## src/rtl/uart_arb_pkg.sv

```systemverilog
// uart_arb_pkg: shared FSM state type, default parameters and byte width
// for the UART transmit arbiter.
package uart_arb_pkg;
   localparam int BYTE_W           = 8;
   localparam int DEF_NUM_REQ      = 3;
   localparam int DEF_BUSY_TIMEOUT = 16;
   localparam int DEF_LOCK_TIMEOUT = 255;
   typedef enum logic [2:0] {IDLE, LOAD, WAIT_BUSY, WAIT_RDY, HOLD} state_t;
endpackage

```

## src/rtl/rr_pick.sv

```systemverilog
// rr_pick: combinational round-robin selector; the first requester at or
// after ptr (wrapping) wins.
module rr_pick #(
   parameter int N  = 3,
   parameter int PW = 2
) (
   input  logic [N-1:0]  req,
   input  logic [PW-1:0] ptr,
   output logic [N-1:0]  gnt,
   output logic          any
);
   always_comb begin
      gnt = '0;
      // walk offsets from farthest to nearest so the nearest valid index wins
      for (int k = N - 1; k >= 0; k--)
         for (int j = 0; j < N; j++)
            if (req[j] && j == (int'(ptr) + k) % N) gnt = N'(1) << j;
   end
   assign any = |req;
endmodule

```

## src/rtl/uart_tx_arbiter.sv

```systemverilog
// uart_tx_arbiter: round-robin arbiter feeding bytes from several requesters
// into a fabric UART, with packet locking and busy/lock timeouts.
module uart_tx_arbiter
   import uart_arb_pkg::*;
#(
   parameter int NUM_REQ      = DEF_NUM_REQ,
   parameter int BUSY_TIMEOUT = DEF_BUSY_TIMEOUT,
   parameter int LOCK_TIMEOUT = DEF_LOCK_TIMEOUT
) (
   input  logic                      CLK,
   input  logic                      RESET_N,
   input  logic [NUM_REQ-1:0]        REQ_VALID,
   input  logic [BYTE_W*NUM_REQ-1:0] REQ_DATA,
   input  logic [NUM_REQ-1:0]        REQ_LAST,
   output logic [NUM_REQ-1:0]        REQ_READY,
   input  logic                      TXRDY,
   output logic                      UART_WEN_N,
   output logic [BYTE_W-1:0]         UART_DATA,
   output logic [NUM_REQ-1:0]        GRANT,
   output logic                      BUSY,
   output logic                      TIMEOUT_ERR
);
   localparam int PW = $clog2(NUM_REQ);
   localparam int CW = $clog2((BUSY_TIMEOUT > LOCK_TIMEOUT ? BUSY_TIMEOUT : LOCK_TIMEOUT) + 1);

   state_t              state_q, state_d;
   logic [NUM_REQ-1:0]  grant_q, grant_d, ready_q, ready_d, win;
   logic [BYTE_W-1:0]   data_q, data_d, win_data, own_data;
   logic                wen_n_q, wen_n_d, busy_q, busy_d, err_q, err_d, last_q, last_d;
   logic                any, own_valid, own_last;
   logic [PW-1:0]       ptr_q, ptr_d, ptr_nxt;
   logic [CW-1:0]       cnt_q, cnt_d, cnt_inc;

   rr_pick #(.N(NUM_REQ), .PW(PW)) u_pick (.req(REQ_VALID), .ptr(ptr_q), .gnt(win), .any(any));

   always_comb begin
      win_data = '0;
      own_data = '0;
      ptr_nxt  = '0;
      for (int j = 0; j < NUM_REQ; j++) begin
         if (win[j]) win_data = REQ_DATA[j*BYTE_W +: BYTE_W];
         if (grant_q[j]) begin
            own_data = REQ_DATA[j*BYTE_W +: BYTE_W];
            ptr_nxt  = PW'((j + 1) % NUM_REQ);
         end
      end
      own_valid = |(REQ_VALID & grant_q);
      own_last  = |(REQ_LAST & grant_q);
      cnt_inc   = &cnt_q ? cnt_q : cnt_q + CW'(1);
   end

   always_comb begin
      state_d = state_q;
      grant_d = grant_q;
      ready_d = '0;
      data_d  = data_q;
      wen_n_d = 1'b1;
      ptr_d   = ptr_q;
      last_d  = last_q;
      err_d   = err_q;
      cnt_d   = '0;
      case (state_q)
         IDLE: if (TXRDY && any) begin
            state_d = LOAD;
            grant_d = win;
            ready_d = win;
            data_d  = win_data;
            wen_n_d = 1'b0;
         end
         LOAD: begin
            state_d = WAIT_BUSY;
            ptr_d   = ptr_nxt;
            last_d  = own_last;
         end
         // a UART that never drops TXRDY is treated as having accepted the byte
         WAIT_BUSY: if (!TXRDY) state_d = WAIT_RDY;
            else if (cnt_q == CW'(BUSY_TIMEOUT - 1)) begin
               err_d   = 1'b1;
               state_d = WAIT_RDY;
            end else cnt_d = cnt_inc;
         WAIT_RDY: if (TXRDY) begin
            state_d = last_q ? IDLE : HOLD;
            grant_d = last_q ? '0 : grant_q;
         end
         HOLD: if (own_valid && TXRDY) begin
            state_d = LOAD;
            ready_d = grant_q;
            data_d  = own_data;
            wen_n_d = 1'b0;
         end else if (!own_valid) begin
            if (cnt_q == CW'(LOCK_TIMEOUT - 1)) begin
               state_d = IDLE;
               grant_d = '0;
            end else cnt_d = cnt_inc;
         end
         default: state_d = IDLE;
      endcase
      busy_d = (state_d != IDLE);
   end

   always_ff @(posedge CLK or negedge RESET_N) begin
      if (!RESET_N) begin
         state_q <= IDLE;
         grant_q <= '0;
         ready_q <= '0;
         data_q  <= '0;
         wen_n_q <= 1'b1;
         ptr_q   <= '0;
         last_q  <= 1'b0;
         err_q   <= 1'b0;
         busy_q  <= 1'b0;
         cnt_q   <= '0;
      end else begin
         state_q <= state_d;
         grant_q <= grant_d;
         ready_q <= ready_d;
         data_q  <= data_d;
         wen_n_q <= wen_n_d;
         ptr_q   <= ptr_d;
         last_q  <= last_d;
         err_q   <= err_d;
         busy_q  <= busy_d;
         cnt_q   <= cnt_d;
      end
   end

   assign GRANT       = grant_q;
   assign REQ_READY   = ready_q;
   assign UART_DATA   = data_q;
   assign UART_WEN_N  = wen_n_q;
   assign BUSY        = busy_q;
   assign TIMEOUT_ERR = err_q;
endmodule
```

## config.mk

```make
export PLATFORM = sky130hd
export DESIGN_NAME = uart_tx_arbiter
export DESIGN_NICKNAME = d
export VERILOG_FILES = /design/src/rtl/uart_arb_pkg.sv /design/src/rtl/rr_pick.sv /design/src/rtl/uart_tx_arbiter.sv
export SDC_FILE = /design/constraint.sdc
export NUM_CORES = 1
export LEC_CHECK = 0
export CORE_ASPECT_RATIO = 1.1
export CORE_UTILIZATION = 52
export CTS_CLUSTER_SIZE = 20
export DETAILED_ROUTE_END_ITERATION = 10
export PLACE_DENSITY = 0.85
export SLEW_MARGIN = 15
export SYNTH_ARGS = -nofsm -noshare
export SYNTH_HDL_FRONTEND = slang
export SYNTH_HIERARCHICAL = 1
export SYNTH_SLANG_ARGS = --single-unit
```

## constraint.sdc

```tcl
create_clock -name CLK -period 6.5 [get_ports CLK]
set_clock_uncertainty 0.15 [all_clocks]
set_input_delay 1.3 -clock CLK [delete_from_list [all_inputs] [get_ports CLK]]
set_output_delay 1.3 -clock CLK [all_outputs]
set_load 0.1 [all_outputs]
```

==> results.sh, run 1 <==
export IMPL_die_x_um=58.6
export IMPL_path_class="reg -> out"
export IMPL_period_minus_slack_ps=3700
export IMPL_hold_path_class="reg -> reg"
export IMPL_ys_ff_latch=31
export IMPL_worst_slew_pin_slew_ps=995
export IMPL_cpMaxStageDelayCell="clkdlybuf4s50_1"
export IMPL_finalNonFillerCells=290
export IMPL_grt_pass1_vias=1644
export IMPL_drt_pass1_iterations=4
export IMPL_dp_hpwl_um=3260
export IMPL_synthTopCellsByArea="dfrtp_1, a221oi_1, nor2_1, mux2_2, o31ai_1"
export IMPL_placedCellCount=282
export IMPL_rsz0062_at_grt="false"
export IMPL_io_pins=50
export IMPL_die_area_um2=3770
export IMPL_synth_fp_nets=232
export IMPL_syn_area_um2=1830
export IMPL_mostFrequentLayoutCells="clkdlybuf4s50_1, dfrtp_1, nor2_1"
export IMPL_crit_path_max_incr_delay_ps=1230
export IMPL_gp_congestion=0.824
export IMPL_core_um2=3360
export IMPL_grt_max_degree=32
export IMPL_clockBufferDepth=2
export IMPL_clk_latency_ps=340
export IMPL_gr_usage_met2_pct=43.8
export IMPL_cts_tree="built"
export IMPL_yosys_warnings=6
export IMPL_clkSinkCount=31
export IMPL_grt_use_met3_pct=5.26
export IMPL_path_delay_family="buffers and inverters"
export IMPL_cp_max_fo=16
export IMPL_fill_cells=273
export IMPL_port_buffer_count=49
export IMPL_cts_made_buffers=5
export IMPL_crit_arrival_ps=2250
export IMPL_finalSetupTns_ps=0
export IMPL_num_vias=1729
export IMPL_syn_area_per_cell_um2=9.40
export IMPL_synthDominantCellAreaShare_pct=41.0
export IMPL_worst_ir_drop_vdd_mv=0.297
export IMPL_slew_viol_final=0
export IMPL_remaining_drc_errors=0
export IMPL_run_status="finished clean"
export IMPL_overflow=0
export IMPL_busiest_layer="met2"
export IMPL_power_density_nw_per_um2=483
export IMPL_yosysSeqAreaShare_pct=42.4
export IMPL_postCtsSetupBuffers=0
export IMPL_power_leakage_nw=0.990
export IMPL_finalSetupViolCount=0
export IMPL_initial_utilization_pct=54.6
export IMPL_cp_num_buf_inv=1
export IMPL_final_antenna_net_count=0
export IMPL_htree_levels=2
export IMPL_cts_root_buf="clkbuf_4"
export IMPL_clkTransAtPathRegs_ps=100
export IMPL_antennaDiodeCount=0
export IMPL_cp_required_ps=5050
export IMPL_crit_path_end_kind="output port"
export IMPL_layout_drive_gt1_share_pct=7.85
export IMPL_cts_repair_resized=0
export IMPL_grt_usage_pct=26.5
export IMPL_antenna_found_initial=0
export IMPL_hold_violations=0
export IMPL_cap_violations=0
export IMPL_slew_headroom_pct=33.5
export IMPL_utilization_pct=71.6
export IMPL_synth_cells=195
export IMPL_finalCritPeriodShare_pct=56.9
export IMPL_ctsHoldBuffers=0
export IMPL_drt_initial_drc_count=107
export IMPL_nets=278
export IMPL_routed_wl_um=4480
export IMPL_area_growth_pct=31.3
export IMPL_grt_first_pass_wirelength_um=7450
export IMPL_fmax_mhz=271
export IMPL_final_common_cell="clkdlybuf4s50_1"
export IMPL_die_h_um=64.3
export IMPL_yosysUniqueCellTypes=48
export IMPL_start_kind="register"
export IMPL_via_per_inst=5.96
export IMPL_ys_flop_type="dfrtp_1"
export IMPL_wl_per_cell_um=15.4
export IMPL_cp_cell_sequence="clkdlybuf4s50_1"
export IMPL_rows=22
export IMPL_ys_async_sr_fraction_pct=100
export IMPL_synth_edff_count=0
export IMPL_synth_area_leader_cell="dfrtp_1"
export IMPL_grt_use_met1_pct=31.9
per-stage QoR:
step / total power, mW / hold WS (ps) / worst slack, ps / area (um2)
finish: 1.16 / 339 / 2800 / 2410
global route: 1.23 / 366 / 2730 / 2410
CTS: 1.17 / 341 / 2810 / 2410
detailed placement: 1.04 / 318 / 2650 / 2350
global placement: 1.03 / 293 / 2710 / 2350
floorplan: 0.875 / 324 / 3720 / 1830
worst paths after layout:
kind,depth (start not counted),endpoint,slack [ps],start
max in group asynchronous,2,UART_WEN_N,4690,RESET_N
worst min-delay path,2,UART_DATA[5],340,UART_DATA[5]
min in group asynchronous,2,last_q,1190,RESET_N
worst min register to register,2,UART_DATA[5],340,UART_DATA[5]
worst max-delay path,1,GRANT[2],2800,GRANT[2]
worst max register to register,9,UART_DATA[3],3770,ptr_q[0]
logic make-up (layout without fill, tap and decap cells):
group | count (synthesis) | count (layout) | share of synthesized area [%]
AND/OR/NAND/NOR | 75 | 75 | 20.2
AO/OA/AOI/OAI | 51 | 51 | 21.8
flip-flops | 31 | 31 | 42.4
buffers and inverters | 18 | 65 | 3.89
multiplexers | 11 | 11 | 6.55
XOR/XNOR | 5 | 5 | 2.39
adder cells (fa/ha/maj) | 4 | 4 | 2.73
flip-flops by register name, indices dropped and copies added, names as in the netlist:
| register | flops |
|---|---|
| UART_DATA | 8 |
| cnt_q | 8 |
| GRANT | 3 |
| REQ_READY | 3 |
| state_q | 3 |
| ptr_q | 2 |
| BUSY | 1 |
| TIMEOUT_ERR | 1 |
| UART_WEN_N | 1 |
| last_q | 1 |
metal layers:
metal	routed length, um	up-vias	share of wire, %
met1	1860	834	41
met3	242	12	5.4
li1	-	818	-
met5	0	-	0
met2	2250	65	50
met4	125	0	2.8
final cells by class:
type | instances | area [um2] | area share (%)
multi-input combinational | 146 | 985 | 40.9
sequential | 31 | 777 | 32.3
timing repair buffer | 50 | 498 | 20.7
tap | 48 | 60.1 | 2.50
clock buffer | 7 | 55.1 | 2.29
inverter | 7 | 26.3 | 1.09
clock inverter | 1 | 5.00 | 0.208
synth_stat cells, types with 3 or more instances:
library cell / instances
a21oi_1: 4
a221oi_1: 16
a22o_1: 3
a22oi_1: 3
buf_2: 3
clkbuf_1: 7
dfrtp_1: 30
ha_1: 4
inv_1: 7
mux2_2: 8
mux2i_1: 3
nand2_1: 17
nand2b_1: 6
nand3_1: 3
nor2_1: 27
nor3_1: 3
o21ai_0: 3
o31ai_1: 9
xnor2_1: 4
power breakdown:
part | internal (mW) | switching, mW | total (mW)
logic | 0.232 | 0.487 | 0.718
registers | 0.254 | 0.0701 | 0.324
clock network | 0.0524 | 0.0684 | 0.121
total | 0.538 | 0.625 | 1.16
Power figures use the tool's default switching activity.
==> run 2: changes to the inputs <==
--- a/config.mk
+++ b/config.mk
@@ -6,10 +6,10 @@
 export NUM_CORES = 1
 export LEC_CHECK = 0
 export CORE_ASPECT_RATIO = 1.1
-export CORE_UTILIZATION = 52
+export CORE_UTILIZATION = 43
 export CTS_CLUSTER_SIZE = 20
 export DETAILED_ROUTE_END_ITERATION = 10
-export PLACE_DENSITY = 0.85
+export PLACE_DENSITY = 0.75
 export SLEW_MARGIN = 15
 export SYNTH_ARGS = -nofsm -noshare
 export SYNTH_HDL_FRONTEND = slang
==> constraint.sdc (replaced) <==
create_clock -name CLK -period 3.3 [get_ports CLK]
set_clock_uncertainty 0.15 [all_clocks]
set_input_delay 0.66 -clock CLK [delete_from_list [all_inputs] [get_ports CLK]]
set_output_delay 0.66 -clock CLK [all_outputs]
set_load 0.1 [all_outputs]
==> run 2 against run 1 <==
- clock power grew to 3.7 times the previous value
- flip-flop and latch count did not move
- sequential power is 97% higher
- critical path type is now in -> reg
- critical endpoint is now UART_DATA[7]
- largest cell class unchanged
- largest power group unchanged
==> results.sh, run 2 (synthesis results as in run 1) <==
export IMPL_rows=24
export IMPL_antenna_found_initial=0
export IMPL_power_density_nw_per_um2=1010
export IMPL_drt_pass1_iterations=4
export IMPL_regToRegSetupSlack_ps=690
export IMPL_clkTransAtPathRegs_ps=70
export IMPL_place_area_um2=2350
export IMPL_die_h_um=70.5
export IMPL_ctsHoldBuffers=0
export IMPL_overflow=0
export IMPL_remaining_drc_errors=0
export IMPL_nets=283
export IMPL_design_area_um2=2480
export IMPL_slew_viol_final=0
export IMPL_finalSetupTns_ps=0
export IMPL_clockBufferDepth=2
export IMPL_layout_drive_gt1_share_pct=16.6
export IMPL_finalCritPeriodShare_pct=82.0
export IMPL_final_common_cell="clkdlybuf4s50_1"
export IMPL_slew_headroom_pct=52.3
export IMPL_p_int_mw=1.26
export IMPL_final_antenna_net_count=0
export IMPL_clkSinkCount=31
export IMPL_rsz0062_at_grt="false"
export IMPL_cap_violations=0
export IMPL_routed_wl_um=4500
export IMPL_worst_slew_pin_slew_ps=715
export IMPL_worstRegToRegCells=9
export IMPL_cts_tree="built"
export IMPL_power_frac_comb_pct=56.8
export IMPL_antennaDiodeCount=0
export IMPL_switching_power_mw=1.25
export IMPL_hold_path_class="reg -> reg"
export IMPL_fmax_mhz=370
export IMPL_area_growth_pct=35.2
export IMPL_power_frac_clock_pct=17.9
export IMPL_rr_startpoint="ptr_q[0]"
export IMPL_r2r_end="UART_DATA[7]"
export IMPL_grt_pass1_vias=1604
export IMPL_mostFrequentLayoutCells="clkdlybuf4s50_1, dfrtp_1, nor2_1"
export IMPL_cp_max_fo=8
export IMPL_gp_congestion=0.807
export IMPL_run_status="finished clean"
export IMPL_seqPwrFrac_pct=25.4
export IMPL_clk_latency_ps=290
export IMPL_via_per_inst=5.63
export IMPL_switching_share_pct=49.8
export IMPL_crit_path_end_kind="register"
export IMPL_grt_usage_pct=21.4
export IMPL_cts_made_buffers=5
export IMPL_hold_violations=0
export IMPL_finalSetupViolCount=0
export IMPL_power_leakage_nw=1.07
export IMPL_path_class="in -> reg"
export IMPL_postCtsSetupBuffers=0
export IMPL_initial_utilization_pct=45.6
export IMPL_num_vias=1684
export IMPL_cts_repair_resized=0
export IMPL_dp_hpwl_um=3160
export IMPL_period_minus_slack_ps=2710
export IMPL_io_pins=50
export IMPL_start_kind="primary input"
export IMPL_setup_worst_path_end="UART_DATA[7]"
export IMPL_cts_root_buf="clkbuf_8"
export IMPL_crit_arrival_ps=2740
export IMPL_wl_per_cell_um=15.0
export IMPL_crit_path_start="REQ_VALID[0]"
export IMPL_drt_initial_drc_count=94
export IMPL_port_buffer_count=49
export IMPL_grt_max_degree=32
export IMPL_htree_levels=2
export IMPL_core_um2=4020
export IMPL_die_x_um=64.3
export IMPL_cp_required_ps=3330
export IMPL_worst_ir_drop_vdd_mv=0.646
export IMPL_die_area_um2=4530
export IMPL_grt_first_pass_wirelength_um=7400
==> run 2: cell count changes in the layout (fill, tap and decap cells not counted), sizes merged <==
cell / delta
buf: +22
clkbuf: -1
clkinv: -1
bufinv: +2
clkdlybuf4s50: -17
==> run 2: layer usage <==
layer	vias to the layer above	global-route usage, %	part of all wire (%)	routed length [um]
li1	828	-	-	-
met5	-	0	0	0
met3	12	3.43	3.8	171
met2	42	35.1	49	2210
met4	0	12.3	2.8	126
met1	802	26.4	44	1990
==> run 2: stage by stage <==
step                      utilization (%)  std cells  setup slack, ps  hold slack, ps  total power, mW
after floorplan                         -        195              820             214             1.72
after global placement               58.3        291              422             296             2.05
after detailed placement             58.3        291              320             300             2.06
after CTS                            61.6        299              596             318             2.52
after global routing                 61.6        299              474             352             2.64
final                                61.6        299              594             310             2.51
==> run 2: critical path, cell delays in order <==
cell and delay [ps]:
clkdlybuf4s50_1 560, nor2_1 80, o211a_1 240, nor2b_1 470, a221oi_1 150, mux2_2 300
o31ai_1 280
==> run 2: how the worst min path moves through the flow <==
| stage | from | end | slack, ps | cells past startpoint |
|---|---|---|---|---|
| floorplan | RESET_N | BUSY | 210 | 0 |
| global placement | TIMEOUT_ERR | TIMEOUT_ERR | 300 | 1 |
| detailed placement | TIMEOUT_ERR | TIMEOUT_ERR | 300 | 1 |
| CTS | TIMEOUT_ERR | TIMEOUT_ERR | 320 | 1 |
| global route | UART_DATA[1] | UART_DATA[1] | 350 | 2 |
| finish | TIMEOUT_ERR | TIMEOUT_ERR | 310 | 1 |
==> run 2: power groups by stage <==
stage | clock (mW) | sequential (mW) | combinational [mW]
after floorplan | 0 | 1.15 | 0.575
after global placement | 0 | 0.644 | 1.40
after detailed placement | 0 | 0.641 | 1.42
after CTS | 0.456 | 0.636 | 1.43
after global routing | 0.473 | 0.656 | 1.51
final | 0.449 | 0.637 | 1.43
==> run 2: cell type report <==
| class | count | area, um2 |
|---|---|---|
| well taps | 52 | 65.1 |
| clock inverters | 2 | 60.1 |
| inverters | 7 | 26.3 |
| flip-flops and latches | 31 | 777 |
| fillers | 350 | 1550 |
| multi-input cells | 146 | 985 |
| clock buffers | 6 | 72.6 |
| repair buffers | 55 | 493 |
